`src/rtl/sync_fifo_prog_if.sv`:
```
`default_nettype none
// ============================================================================
// Module   : sync_fifo_prog_if
// Purpose  : Handshake/status bundle between a stream client and the
//            sync_fifo_prog FIFO (single clock domain).
// Signals  : wr_en, data_in, rd_en            - client -> FIFO
//            data_out, rd_valid, wr_ack,
//            overflow, underflow, full, empty,
//            almostfull, almostempty, count    - FIFO -> client
//            flush                             - client -> FIFO, only when
//                                                SYNC_FIFO_FLUSH_EN is defined
// Modports : master (client side), slave (FIFO side)
// Revision : 1.0 - initial release
// ============================================================================
interface sync_fifo_prog_if #(
    parameter int DATA_WIDTH = 16,
    parameter int DEPTH      = 8
);
    localparam int c_CW = $clog2(DEPTH + 1);

    logic                  wr_en;
    logic [DATA_WIDTH-1:0] data_in;
    logic                  rd_en;
    logic [DATA_WIDTH-1:0] data_out;
    logic                  rd_valid;
    logic                  wr_ack;
    logic                  overflow;
    logic                  underflow;
    logic                  full;
    logic                  empty;
    logic                  almostfull;
    logic                  almostempty;
    logic [c_CW-1:0]       count;
`ifdef SYNC_FIFO_FLUSH_EN
    logic                  flush;
`endif

    modport master (
        output wr_en, data_in, rd_en,
`ifdef SYNC_FIFO_FLUSH_EN
        output flush,
`endif
        input  data_out, rd_valid, wr_ack, overflow, underflow,
        input  full, empty, almostfull, almostempty, count
    );

    modport slave (
        input  wr_en, data_in, rd_en,
`ifdef SYNC_FIFO_FLUSH_EN
        input  flush,
`endif
        output data_out, rd_valid, wr_ack, overflow, underflow,
        output full, empty, almostfull, almostempty, count
    );
endinterface
`default_nettype wire

```
`src/rtl/sync_fifo_prog.sv`:
```
`default_nettype none
// ============================================================================
// Module   : sync_fifo_prog
// Purpose  : Single-clock FIFO with arbitrary (non power-of-two) depth,
//            programmable almost-full/almost-empty thresholds, optional
//            first-word-fall-through read, occupancy count, and correct
//            simultaneous read/write at the full and empty boundaries.
// Ports    : clk  - clock, rising edge
//            rst  - synchronous active-high reset
//            bus  - sync_fifo_prog_if.slave (write/read handshake, data,
//                   ack/overflow/underflow pulses, status flags, count)
// Options  : SYNC_FIFO_FLUSH_EN - adds bus.flush, a synchronous clear of
//            pointers and count that leaves the memory and (standard mode)
//            data_out untouched.
// Revision : 1.0 - initial release
// ============================================================================
module sync_fifo_prog #(
    parameter int DATA_WIDTH = 16,
    parameter int DEPTH      = 8,
    parameter int AF_THRESH  = DEPTH - 1,
    parameter int AE_THRESH  = 1,
    parameter int FWFT       = 0
) (
    input  wire logic        clk,
    input  wire logic        rst,
    sync_fifo_prog_if.slave  bus
);
    localparam int c_CW = $clog2(DEPTH + 1);
    localparam int c_PW = (DEPTH > 1) ? $clog2(DEPTH) : 1;

    logic [DATA_WIDTH-1:0] r_mem [DEPTH];
    logic [c_PW-1:0]       r_wr_ptr;
    logic [c_PW-1:0]       r_rd_ptr;
    logic [c_PW-1:0]       w_wr_ptr_nxt;
    logic [c_PW-1:0]       w_rd_ptr_nxt;
    logic [c_CW-1:0]       r_count;
    logic                  r_wr_ack;
    logic                  r_overflow;
    logic                  r_underflow;
    logic                  w_full;
    logic                  w_empty;
    logic                  w_rd_acc;
    logic                  w_wr_acc;
    logic                  w_flush;

`ifdef SYNC_FIFO_FLUSH_EN
    assign w_flush = bus.flush;
`else
    assign w_flush = 1'b0;
`endif

    assign w_full  = (r_count == c_CW'(DEPTH));
    assign w_empty = (r_count == '0);

    // A read frees a slot in the same cycle, so a write is still accepted
    // when full if a read is accepted alongside it. Flush overrides both.
    assign w_rd_acc = bus.rd_en && !w_empty && !w_flush;
    assign w_wr_acc = bus.wr_en && (!w_full || w_rd_acc) && !w_flush;

    // Explicit wrap so any depth works, not just powers of two.
    assign w_wr_ptr_nxt = (r_wr_ptr == c_PW'(DEPTH - 1)) ? '0 : r_wr_ptr + 1'b1;
    assign w_rd_ptr_nxt = (r_rd_ptr == c_PW'(DEPTH - 1)) ? '0 : r_rd_ptr + 1'b1;

    always_ff @(posedge clk) begin
        if (rst || w_flush) begin
            r_wr_ptr    <= '0;
            r_rd_ptr    <= '0;
            r_count     <= '0;
            r_wr_ack    <= 1'b0;
            r_overflow  <= 1'b0;
            r_underflow <= 1'b0;
        end else begin
            if (w_wr_acc) r_wr_ptr <= w_wr_ptr_nxt;
            if (w_rd_acc) r_rd_ptr <= w_rd_ptr_nxt;
            case ({w_wr_acc, w_rd_acc})
                2'b10:   r_count <= r_count + 1'b1;
                2'b01:   r_count <= r_count - 1'b1;
                default: r_count <= r_count;
            endcase
            r_wr_ack    <= w_wr_acc;
            r_overflow  <= bus.wr_en && !w_wr_acc;
            r_underflow <= bus.rd_en && !w_rd_acc;
        end
    end

    // Storage is deliberately not reset.
    always_ff @(posedge clk) begin
        if (w_wr_acc && !rst) r_mem[r_wr_ptr] <= bus.data_in;
    end

    generate
        if (FWFT != 0) begin : g_fwft
            // Head word is presented combinationally; a write into an empty
            // FIFO shows up once count has stepped to 1.
            assign bus.data_out = w_empty ? '0 : r_mem[r_rd_ptr];
            assign bus.rd_valid = !w_empty;
        end else begin : g_std
            logic [DATA_WIDTH-1:0] r_data_out;
            logic                  r_rd_valid;

            always_ff @(posedge clk) begin
                if (rst) begin
                    r_data_out <= '0;
                    r_rd_valid <= 1'b0;
                end else begin
                    r_rd_valid <= w_rd_acc;
                    if (w_rd_acc) r_data_out <= r_mem[r_rd_ptr];
                end
            end

            assign bus.data_out = r_data_out;
            assign bus.rd_valid = r_rd_valid;
        end
    endgenerate

    assign bus.wr_ack      = r_wr_ack;
    assign bus.overflow    = r_overflow;
    assign bus.underflow   = r_underflow;
    assign bus.full        = w_full;
    assign bus.empty       = w_empty;
    assign bus.almostfull  = (r_count >= c_CW'(AF_THRESH));
    assign bus.almostempty = (r_count <= c_CW'(AE_THRESH));
    assign bus.count       = r_count;
endmodule
`default_nettype wire
```
`src/flat_wrapper.sv`:
```
// flat-port wrapper written by rule: the top's interface ports become plain ports
module sync_fifo_prog_flat 
#(
    parameter int DATA_WIDTH = 16,
    parameter int DEPTH      = 8,
    parameter int AF_THRESH  = DEPTH - 1,
    parameter int AE_THRESH  = 1,
    parameter int FWFT       = 0
)
  (clk, rst, bus_wr_en, bus_data_in, bus_rd_en, bus_data_out, bus_rd_valid, bus_wr_ack, bus_overflow, bus_underflow, bus_full, bus_empty, bus_almostfull, bus_almostempty, bus_count);
  sync_fifo_prog_if #(.DATA_WIDTH(DATA_WIDTH), .DEPTH(DEPTH)) bus_i ();
  input  wire logic clk;
  input  wire logic rst;
  input wire logic [$bits(bus_i.wr_en)-1:0] bus_wr_en;
  input wire logic [$bits(bus_i.data_in)-1:0] bus_data_in;
  input wire logic [$bits(bus_i.rd_en)-1:0] bus_rd_en;
  output wire logic [$bits(bus_i.data_out)-1:0] bus_data_out;
  output wire logic [$bits(bus_i.rd_valid)-1:0] bus_rd_valid;
  output wire logic [$bits(bus_i.wr_ack)-1:0] bus_wr_ack;
  output wire logic [$bits(bus_i.overflow)-1:0] bus_overflow;
  output wire logic [$bits(bus_i.underflow)-1:0] bus_underflow;
  output wire logic [$bits(bus_i.full)-1:0] bus_full;
  output wire logic [$bits(bus_i.empty)-1:0] bus_empty;
  output wire logic [$bits(bus_i.almostfull)-1:0] bus_almostfull;
  output wire logic [$bits(bus_i.almostempty)-1:0] bus_almostempty;
  output wire logic [$bits(bus_i.count)-1:0] bus_count;
  assign bus_i.wr_en = bus_wr_en;
  assign bus_i.data_in = bus_data_in;
  assign bus_i.rd_en = bus_rd_en;
  assign bus_data_out = bus_i.data_out;
  assign bus_rd_valid = bus_i.rd_valid;
  assign bus_wr_ack = bus_i.wr_ack;
  assign bus_overflow = bus_i.overflow;
  assign bus_underflow = bus_i.underflow;
  assign bus_full = bus_i.full;
  assign bus_empty = bus_i.empty;
  assign bus_almostfull = bus_i.almostfull;
  assign bus_almostempty = bus_i.almostempty;
  assign bus_count = bus_i.count;
  sync_fifo_prog #(.DATA_WIDTH(DATA_WIDTH), .DEPTH(DEPTH), .AF_THRESH(AF_THRESH), .AE_THRESH(AE_THRESH), .FWFT(FWFT)) u_core (.clk(clk), .rst(rst), .bus(bus_i));
endmodule
```
`config.mk`:
```
export PLATFORM = sky130hd
export DESIGN_NAME = sync_fifo_prog_flat
export DESIGN_NICKNAME = d
export VERILOG_FILES = /design/src/rtl/sync_fifo_prog_if.sv /design/src/rtl/sync_fifo_prog.sv /design/src/flat_wrapper.sv
export SDC_FILE = /design/constraint.sdc
export NUM_CORES = 1
export LEC_CHECK = 0
export ABC_AREA = 1
export CELL_PAD_IN_SITES_DETAIL_PLACEMENT = 1
export CELL_PAD_IN_SITES_GLOBAL_PLACEMENT = 1
export CORE_ASPECT_RATIO = 0.8
export CORE_MARGIN = 2
export CORE_UTILIZATION = 45
export CTS_CLUSTER_DIAMETER = 40
export DETAILED_ROUTE_END_ITERATION = 10
export PLACE_DENSITY_LB_ADDON = 0.15
export SLEW_MARGIN = 20
export SYNTH_ARGS = -nofsm -noshare
export SYNTH_HDL_FRONTEND = slang
export SYNTH_SLANG_ARGS = --single-unit
```
`constraint.sdc`:
```
create_clock -name clk -period 5.33 [get_ports clk]
set_input_delay 1.066 -clock clk [delete_from_list [all_inputs] [get_ports clk]]
set_output_delay 1.066 -clock clk [all_outputs]
set_load 0.02 [all_outputs]
```
==> run summary, run 1 <==
Total number of vias: 4,828. Measured against its own limit, the worst slew margin works out to 29.8%. TritonCTS built the clock tree. Dividing the detail-routed wire length by the instance count gives 20.4 microns. Max-cap violations in this run came to 0.

In the global route stage, overall resource usage came out at 24.7%. Counting flops and latches in the post-synthesis netlist gives 158. In this run the standard cell core region covers 14,400 sq um.

The run finished with clean final reports. The power density relative to cell area was 470 nW/um^2. Class of the worst hold path: reg -> reg. The clock-pin transition on the worst setup and hold timing paths is 0.06 ns, and the pin count of the biggest net entering global routing is 67. The per-cell via count in the routed design was 5.33; the via count of the first global-routing pass was 4,975. In the final layout, the share of cells above drive strength 1 is 7.06%. The number of antenna diodes in the final layout is 0. The worst setup path is captured at an output port. The run gives 18,500 microns as the total detailed-routing wirelength. The first detailed-routing pass took 4 iterations. The cell area that synthesis handed to floorplanning was 6690 sq um. The quantity of I/O buffers inserted on ports was 47; the final count of pins violating max slew was 0.

For this configuration, the core starts out at a cell density of 46.4%. The hold violation total from the final report is 0, and the final critical path time including I/O delays and setup is 3.12 ns. The maximum fanout count along the critical path is 5, and the data required time of the worst path is 4.26 ns. The number of cells after detailed placement is 874, and the non-filler instance count after layout is 906. STA classifies the critical path startpoint as a flop.

The measured slew at the worst slew-check pin is 1.05 ns. The number of nets in the synthesized netlist is 690. Synthesis instantiated 26 different standard cells from the library. In this run the vertical extent of the chip is 113 microns. The per-instance average area after synthesis was 10.1 sq um; the instance area at placement was 7300 sq um. The path type of the worst setup path is reg -> out.

For the initial antenna violation count, the log shows 0. No sink is reached through more buffers than the 2 on the longest clock path. Setup violations remaining at the end of the flow were counted as 0. Setup repair after global routing left no endpoint under its margin. The number of top-level pins was 48. Clock skew on the completed layout was measured at 0.00677 ns. The DRC violation count after routing came out at 0.

Derived from the worst setup path, the maximum achievable clock frequency is 0.321 GHz. For this design the static power due to leakage is 3.28 nW. The peak ir drop on the vdd network is 0.000350 V. Along the worst hold path, the cell count comes to 2. The tightest hold path in the finished design has a slack of 0.468 ns. The number of gates resized after CTS was 0. The design draws 3.70 mW. The logs give 7880 sq um for the cell area after layout and 1,572 for the number of filler instances in the final layout. Relative to the synthesized area, the layout overhead comes to 17.8%. The die extent in x works out to 140 microns.

For this run, the number of Yosys warnings is 0. Once the clock tree was built, the setup fixing pass inserted 0 buffers. For the leftover overflow at the end of global routing, the log shows 0. Once detailed placement completed, the half-perimeter wirelength came to 12,200 microns. At the end of routability-driven placement, the weighted congestion stood at 0.810. Row generation in the floorplan step produced 39 rows.

The cts-stage hold buffer count came out at 0. The count of nets left with antenna violations once routing finished came out at 0. Clock tree synthesis inserted a total of 17 buffers.

The clock net in this run drives a total of 158 sinks. Dividing the final minimum period by the clock period gives 58.5%. The final total negative setup slack is 0 ns. Counting every instance in the synthesized netlist gives 662. The die covers 15,900 sq um.

The H-tree was split into 4 levels. For this block, the initial DRC count from the detailed router was 397. The buffer type at the clock tree root was sky130_fd_sc_hd__clkbuf_16.

The first global-routing pass estimated 28,600 microns of wire. The total number of nets in the final design was 737; the depth of the worst register-to-register path was 11. The clock latency of the later-clocked register in the worst-skew pair is 0.43 ns, and the share of the yosys chip area belonging to registers is 66.5%.

Data arrives at the worst endpoint at 2.05 ns.
[cell usage after synthesis]
master                     instances  area, sq um
sky130_fd_sc_hd__nand2_1         185          694
sky130_fd_sc_hd__buf_2            16         80.1
sky130_fd_sc_hd__edfxtp_1        128         3840
sky130_fd_sc_hd__nand2_4           1         11.3
sky130_fd_sc_hd__ha_1              8          100
sky130_fd_sc_hd__clkinv_1          1         3.75
sky130_fd_sc_hd__clkbuf_1          5         18.8
sky130_fd_sc_hd__nor3_1            2         10.0
sky130_fd_sc_hd__a211oi_1          2         15.0
sky130_fd_sc_hd__a21oi_1          23          115
sky130_fd_sc_hd__dfxtp_1          30          601
sky130_fd_sc_hd__inv_2             3         11.3
sky130_fd_sc_hd__nand2_2           3         18.8
sky130_fd_sc_hd__nor2_2            1         6.26
sky130_fd_sc_hd__nand4_1           2         12.5
sky130_fd_sc_hd__nor3_2            1         10.0
sky130_fd_sc_hd__nor2_1           22         82.6
sky130_fd_sc_hd__xor2_1            1         8.76
sky130_fd_sc_hd__buf_4             6         45.0
sky130_fd_sc_hd__nand3_1          96          480
sky130_fd_sc_hd__nand3_2           1         10.0
sky130_fd_sc_hd__inv_4             1         6.26
sky130_fd_sc_hd__o21ai_0           8         40.0
sky130_fd_sc_hd__o21a_1            1         7.51
sky130_fd_sc_hd__inv_1           112          420
sky130_fd_sc_hd__buf_6             3         33.8
[registers in the layout, summed over array words and instances, names as in the netlist]
register              cells
u_core.r_mem            128
u_core.bus.data_out      16
u_core.bus.count          4
u_core.r_rd_ptr           3
u_core.r_wr_ptr           3
u_core.bus.overflow       1
u_core.bus.rd_valid       1
u_core.bus.underflow      1
u_core.bus.wr_ack         1
[metal layers]
layer	track usage (%)	up-vias	part of all wire [%]	wire length [microns]
met5	0	-	0	0
met4	7.27	0	1.4	252
met3	6.22	17	6.2	1140
met2	38.2	137	45	8410
met1	34.7	2440	47	8690
li1	-	2234	-	-
[final timing paths]
path / startpoint / slack [ns] / endpoint
hold reg to reg: u_core.bus.data_out[6] / 0.47 / u_core.bus.data_out[6]
hold / removal: u_core.bus.data_out[6] / 0.47 / u_core.bus.data_out[6]
setup / recovery: u_core.bus.count[1] / 2.21 / bus_full
setup reg to reg: u_core.bus.count[1] / 2.95 / u_core.bus.count[3]
[metrics by stage]
step	setup slack, ns	util, %
2_1_floorplan	2.74	-
3_3_place_gp	2.36	50.7
3_5_place_dp	2.27	50.7
4_1_cts	2.21	54.7
5_1_grt	2.11	54.7
6_report	2.21	54.7
[worst max-delay path, cell delays in order, from the launching register on]
cell and delay (ns):
sky130_fd_sc_hd__dfxtp_1 0.36, sky130_fd_sc_hd__inv_1 0.13, sky130_fd_sc_hd__ha_1 0.25, sky130_fd_sc_hd__inv_1 0.10
sky130_fd_sc_hd__nor3_2 0.15, sky130_fd_sc_hd__clkdlybuf4s50_1 0.64
[area by class of cell]
| type | instances | area [sq um] | share of cell area (%) |
|---|---|---|---|
| flip-flops and latches | 158 | 4450 | 56.5 |
| repair buffers | 58 | 553 | 7.02 |
| well taps | 184 | 230 | 2.92 |
| clock inverters | 14 | 150 | 1.91 |
| inverters | 117 | 444 | 5.64 |
| clock buffers | 18 | 429 | 5.45 |
| multi-input cells | 357 | 1620 | 20.6 |
[layout by cell type, fill, tap and decap left out, types with 3 or more instances in the layout]
cell type | netlist | final
sky130_fd_sc_hd__clkdlybuf4s50_1 | 0 | 47
sky130_fd_sc_hd__clkinv_1 | 1 | 4
sky130_fd_sc_hd__dfxtp_1 | 30 | 29
sky130_fd_sc_hd__nand2_2 | 3 | 3
sky130_fd_sc_hd__edfxtp_1 | 128 | 128
sky130_fd_sc_hd__o21ai_0 | 8 | 8
sky130_fd_sc_hd__a21oi_1 | 23 | 23
sky130_fd_sc_hd__clkbuf_16 | 0 | 17
sky130_fd_sc_hd__bufinv_16 | 0 | 3
sky130_fd_sc_hd__nand3_1 | 96 | 96
sky130_fd_sc_hd__nand2_1 | 185 | 185
sky130_fd_sc_hd__inv_1 | 112 | 112
sky130_fd_sc_hd__clkinv_2 | 0 | 4
sky130_fd_sc_hd__nor2_1 | 22 | 22
sky130_fd_sc_hd__buf_4 | 6 | 11
sky130_fd_sc_hd__ha_1 | 8 | 8
[where the power goes]
part	internal, mW	leakage [nW]	switching [mW]	total [mW]
combinational	0.331	1.60	0.688	1.02
sequential	1.42	1.40	0.0684	1.48
clock	0.726	0.278	0.475	1.20
[logic make-up after synthesis]
kind of cell | count (synthesis) | synth area share (%)
AO/OA/AOI/OAI | 34 | 2.66
XOR/XNOR | 1 | 0.131
buffers and inverters | 147 | 9.26
flip-flops | 158 | 66.5
AND/OR/NAND/NOR | 314 | 20.0
adder cells (fa/ha/maj) | 8 | 1.50
Note: power is estimated with default switching activity, not from simulation.
==> run 2: changes to the inputs <==
CORE_UTILIZATION = 42   (was 45)
clock period = 2.68 ns   (was 5.33 ns; I/O delays follow)
==> run 2 against run 1 <==
  * Sequential power increased by 98%
  * Sequential cell count unchanged
  * Die area increased by 6.9%
  * Critical path type unchanged
  * Largest cell class unchanged
  * Highest routed layer unchanged
==> run summary, run 2 (synthesized netlist as in run 1, its figures left out) <==
Setup-violating endpoint count in the final report: 0 (unchanged). The combinational group share of total power was 27.4% (was 27.5%); the die extent in y was 117 microns (was 113 microns). The floorplan row count is 41 (was 39), and the final count of pins violating max slew is 0 (unchanged). The power density relative to cell area is 915 nW/um^2 (was 470 nW/um^2). Initial detailed-routing violation count: 287 (was 397). The tools report the total detailed-routing wirelength as 17,300 microns (was 18,500 microns).

The net switching power is 2.39 mW (was 1.23 mW), and the final clock period utilization by the worst path is 95.8%. The global routing usage summed across all routing layers was 21.6% (was 24.7%); the final critical path time including I/O delays and setup was 2.57 ns. The run gives 0 (unchanged) as the number of max-cap violations. The relative contribution of sequential cells to total power was 40.2% (was 40.1%).

The run gives 10,700 microns (was 12,200 microns) as the half-perimeter wire length after placement. Cells along the critical path: inv_1 > ha_1 > inv_1 > nor3_2 > clkdlybuf4s50_1 (unchanged). The maximum fanout count along the critical path works out to 5 (unchanged). The share of post-route cells with drive strength above 1 came out at 8.21% (was 7.06%).

The tools report the startpoint of the most critical hold path as u_core.bus.data_out[9] (was u_core.bus.data_out[6]). The endpoint kind of the worst setup timing path is an output port (unchanged). The number of flip-flops in the largest register is 128 (unchanged), and the peak ir drop on the vdd network is 0.000420 V (was 0.000350 V). The family of cells with the greatest summed delay on the critical path is buffers and inverters (unchanged). The run gives 4.91 mW (was 2.47 mW) as the internal power. For the detailed-router iteration count before antenna repair, the log shows 4 (unchanged).

The run gives 0.43 ns (about the same) as the clock latency of the later-clocked register in the worst-skew pair. The tools report the number of top-level pins as 48 (unchanged). The run gives 42.6% (was 46.4%) as the effective utilization at floorplan. The number of sinks driven by the clock tree came out at 158 (unchanged). The path type of the worst setup path is reg -> out (unchanged). For the cts-stage hold buffer count, the log shows 0 (unchanged). The measured slew at the worst slew-check pin came out at 0.756 ns (was 1.05 ns). Delay of the slowest cell on the worst path: 0.64 ns (about the same).

The run gives 7.30 mW (was 3.70 mW) as the post-route total power. The arrival time at the worst endpoint is 2.03 ns (was 2.05 ns), and the sum of buffers and inverters on the critical path is 3 (unchanged). The leftover overflow at the end of global routing was 0 (unchanged). Setup repair after global routing left no endpoint under its margin.

The run gives 1,765 (was 1,572) as the number of filler instances in the final layout. Most frequent standard cell in the layout excluding fill and tap cells: sky130_fd_sc_hd__nand2_1 (unchanged). Most repeated library cell on the critical path: sky130_fd_sc_hd__inv_1 (unchanged). The placeable core area was 15,700 sq um (was 14,400 sq um); the DRC violation count after routing was 0 (unchanged). The launching instance or port of the critical path is u_core.bus.count[0] (was u_core.bus.count[1]). The tools report the startpoint type of the worst setup path as a flop (unchanged).

For the buffer depth of the longest clock path, the log shows 2 (unchanged). The tools report the fraction of power consumed by the clock network as 32.4% (about the same). The buffer type at the clock tree root is sky130_fd_sc_hd__clkbuf_16 (unchanged).

The number of buffers inserted during clock tree synthesis was 17 (unchanged); the clock-pin transition on the worst setup and hold timing paths was 0.06 ns (about the same). The tools report the launching point of the worst reg2reg path as u_core.bus.count[0] (was u_core.bus.count[1]). The total number of vias was 4,667 (was 4,828). The post-cts gate resize count is 0 (unchanged), and the wire length of the first global-routing pass is 27,300 microns (was 28,600 microns). For the multi-input combinational cell area, the log shows 1620 sq um (unchanged). The via count of the first global-routing pass was 5,066 (was 4,975); the storage element area was 4450 sq um (unchanged). Post-detailed-route count of antenna-violating nets: 0 (unchanged).

The die extent in x was 145 microns (was 140 microns). Quantity of I/O buffers inserted on ports: 47 (unchanged). Share of the core filled with cells in the final layout: 50.9% (was 54.7%). For the flop-to-flop setup slack, the log shows 0.43 ns (was 2.95 ns). The class of the worst hold path was reg -> reg (unchanged).

The total setup buffers inserted after CTS came out at 0 (unchanged). The reported leakage power is 3.33 nW (was 3.28 nW). The slowest library cell on the worst path is sky130_fd_sc_hd__clkdlybuf4s50_1 (unchanged). The clock skew is 0.00841 ns (was 0.00677 ns). The logs give 746 (was 737) for the total number of nets in the final design and 0.390 GHz for the maximum achievable frequency.

The per-cell via count in the routed design works out to 4.93 (was 5.33). The flow ran to the end, and the final reports show no timing, DRC or antenna violations. The data required time of the worst path is 2.14 ns (was 4.26 ns), and the hold violation total from the final report is 0 (unchanged).

Final RePlAce weighted congestion: 0.806 (was 0.810). The final total negative setup slack was 0 ns (unchanged). The layout overhead on the synthesized area is 19.4% (was 17.8%).

The average routed wire per standard cell came out at 18.3 microns (was 20.4 microns). The net switching fraction of the power works out to 32.8% (was 33.2%). The run gives 66 (was 67) as the pin count of the biggest net entering global routing. The logs give 0 (unchanged) for the initial antenna violation count and 0 (unchanged) for the number of diodes added for antenna fixing.

The H-tree depth came out at 4 (unchanged). TritonCTS built the clock tree. Most frequent cells in the layout: sky130_fd_sc_hd__nand2_1 (185), sky130_fd_sc_hd__edfxtp_1 (128), sky130_fd_sc_hd__inv_1 (112), sky130_fd_sc_hd__nand3_1 (96), sky130_fd_sc_hd__clkdlybuf4s50_1 (47) (unchanged).

The largest register by flop count is u_core.r_mem (unchanged). Area of the die: 17,000 sq um (was 15,900 sq um). The normalized max-slew margin was 49.6% (was 29.8%).
run 2: cell count changes in the layout (fill, tap and decap cells not counted), sizes merged:
cell | before | now
clkbuf | 18 | 22
bufinv | 3 | 2
clkinvlp | 3 | 1
buf | 11 | 20
clkinv | 9 | 7
inv | 116 | 117
run 2: path summary, 6_finish.rpt:
path / cells after the start / to
worst max register to register: 11 / u_core.bus.count[2]
worst min register to register: 2 / u_core.bus.data_out[9]
worst max-delay path: 5 / bus_full
worst min-delay path: 2 / u_core.bus.data_out[9]
run 2: area by class of cell:
class | count | share of cell area, %
flip-flops and latches | 158 | 55.7
multi-input cells | 357 | 20.3
clock buffers | 22 | 5.69
clock inverters | 10 | 1.47
repair buffers | 67 | 7.93
inverters | 117 | 5.53
well taps | 215 | 3.37
run 2: metal layers:
metal,GRT usage (%),wire (microns),vias up
met1,26.3,7650,2299
met4,8.95,210,0
li1,-,-,2252
met2,38.1,8690,99
met5,0,0,-
met3,4.88,761,17
run 2: power groups by stage:
| stage | clock network [mW] | registers [mW] | logic [mW] |
|---|---|---|---|
| 6_report | 2.37 | 2.93 | 2.00 |
| 3_3_place_gp | 0 | 2.97 | 1.95 |
| 2_1_floorplan | 0 | 3.07 | 1.20 |
| 5_1_grt | 2.51 | 2.95 | 2.23 |
| 4_1_cts | 2.42 | 2.93 | 2.03 |
| 3_5_place_dp | 0 | 2.98 | 2.01 |
run 2: worst register-to-register path, stage by stage, from the launching register on:
cell                      delay [ns]
sky130_fd_sc_hd__dfxtp_1        0.41
sky130_fd_sc_hd__inv_1          0.11
sky130_fd_sc_hd__ha_1           0.26
sky130_fd_sc_hd__inv_1          0.11
sky130_fd_sc_hd__nor3_2         0.05
sky130_fd_sc_hd__nand2_1        0.09
sky130_fd_sc_hd__nand2_2        0.11
sky130_fd_sc_hd__ha_1           0.38
sky130_fd_sc_hd__a21oi_1        0.15
sky130_fd_sc_hd__o21ai_0        0.15
sky130_fd_sc_hd__o21ai_0        0.23
sky130_fd_sc_hd__a21oi_1        0.06
run 2: per-stage QoR:
| step | cells | cell area [sq um] | hold slack (ns) | worst slack [ns] |
|---|---|---|---|---|
| after detailed placement | 914 | 7410 | 0.456 | 0.261 |
| final | 946 | 7980 | 0.464 | 0.113 |
| after global placement | 914 | 7410 | 0.452 | 0.319 |
| after global routing | 946 | 7980 | 0.491 | 0.00527 |
| after floorplan | 662 | 6690 | 0.508 | 0.174 |
| after CTS | 946 | 7980 | 0.466 | 0.0881 |
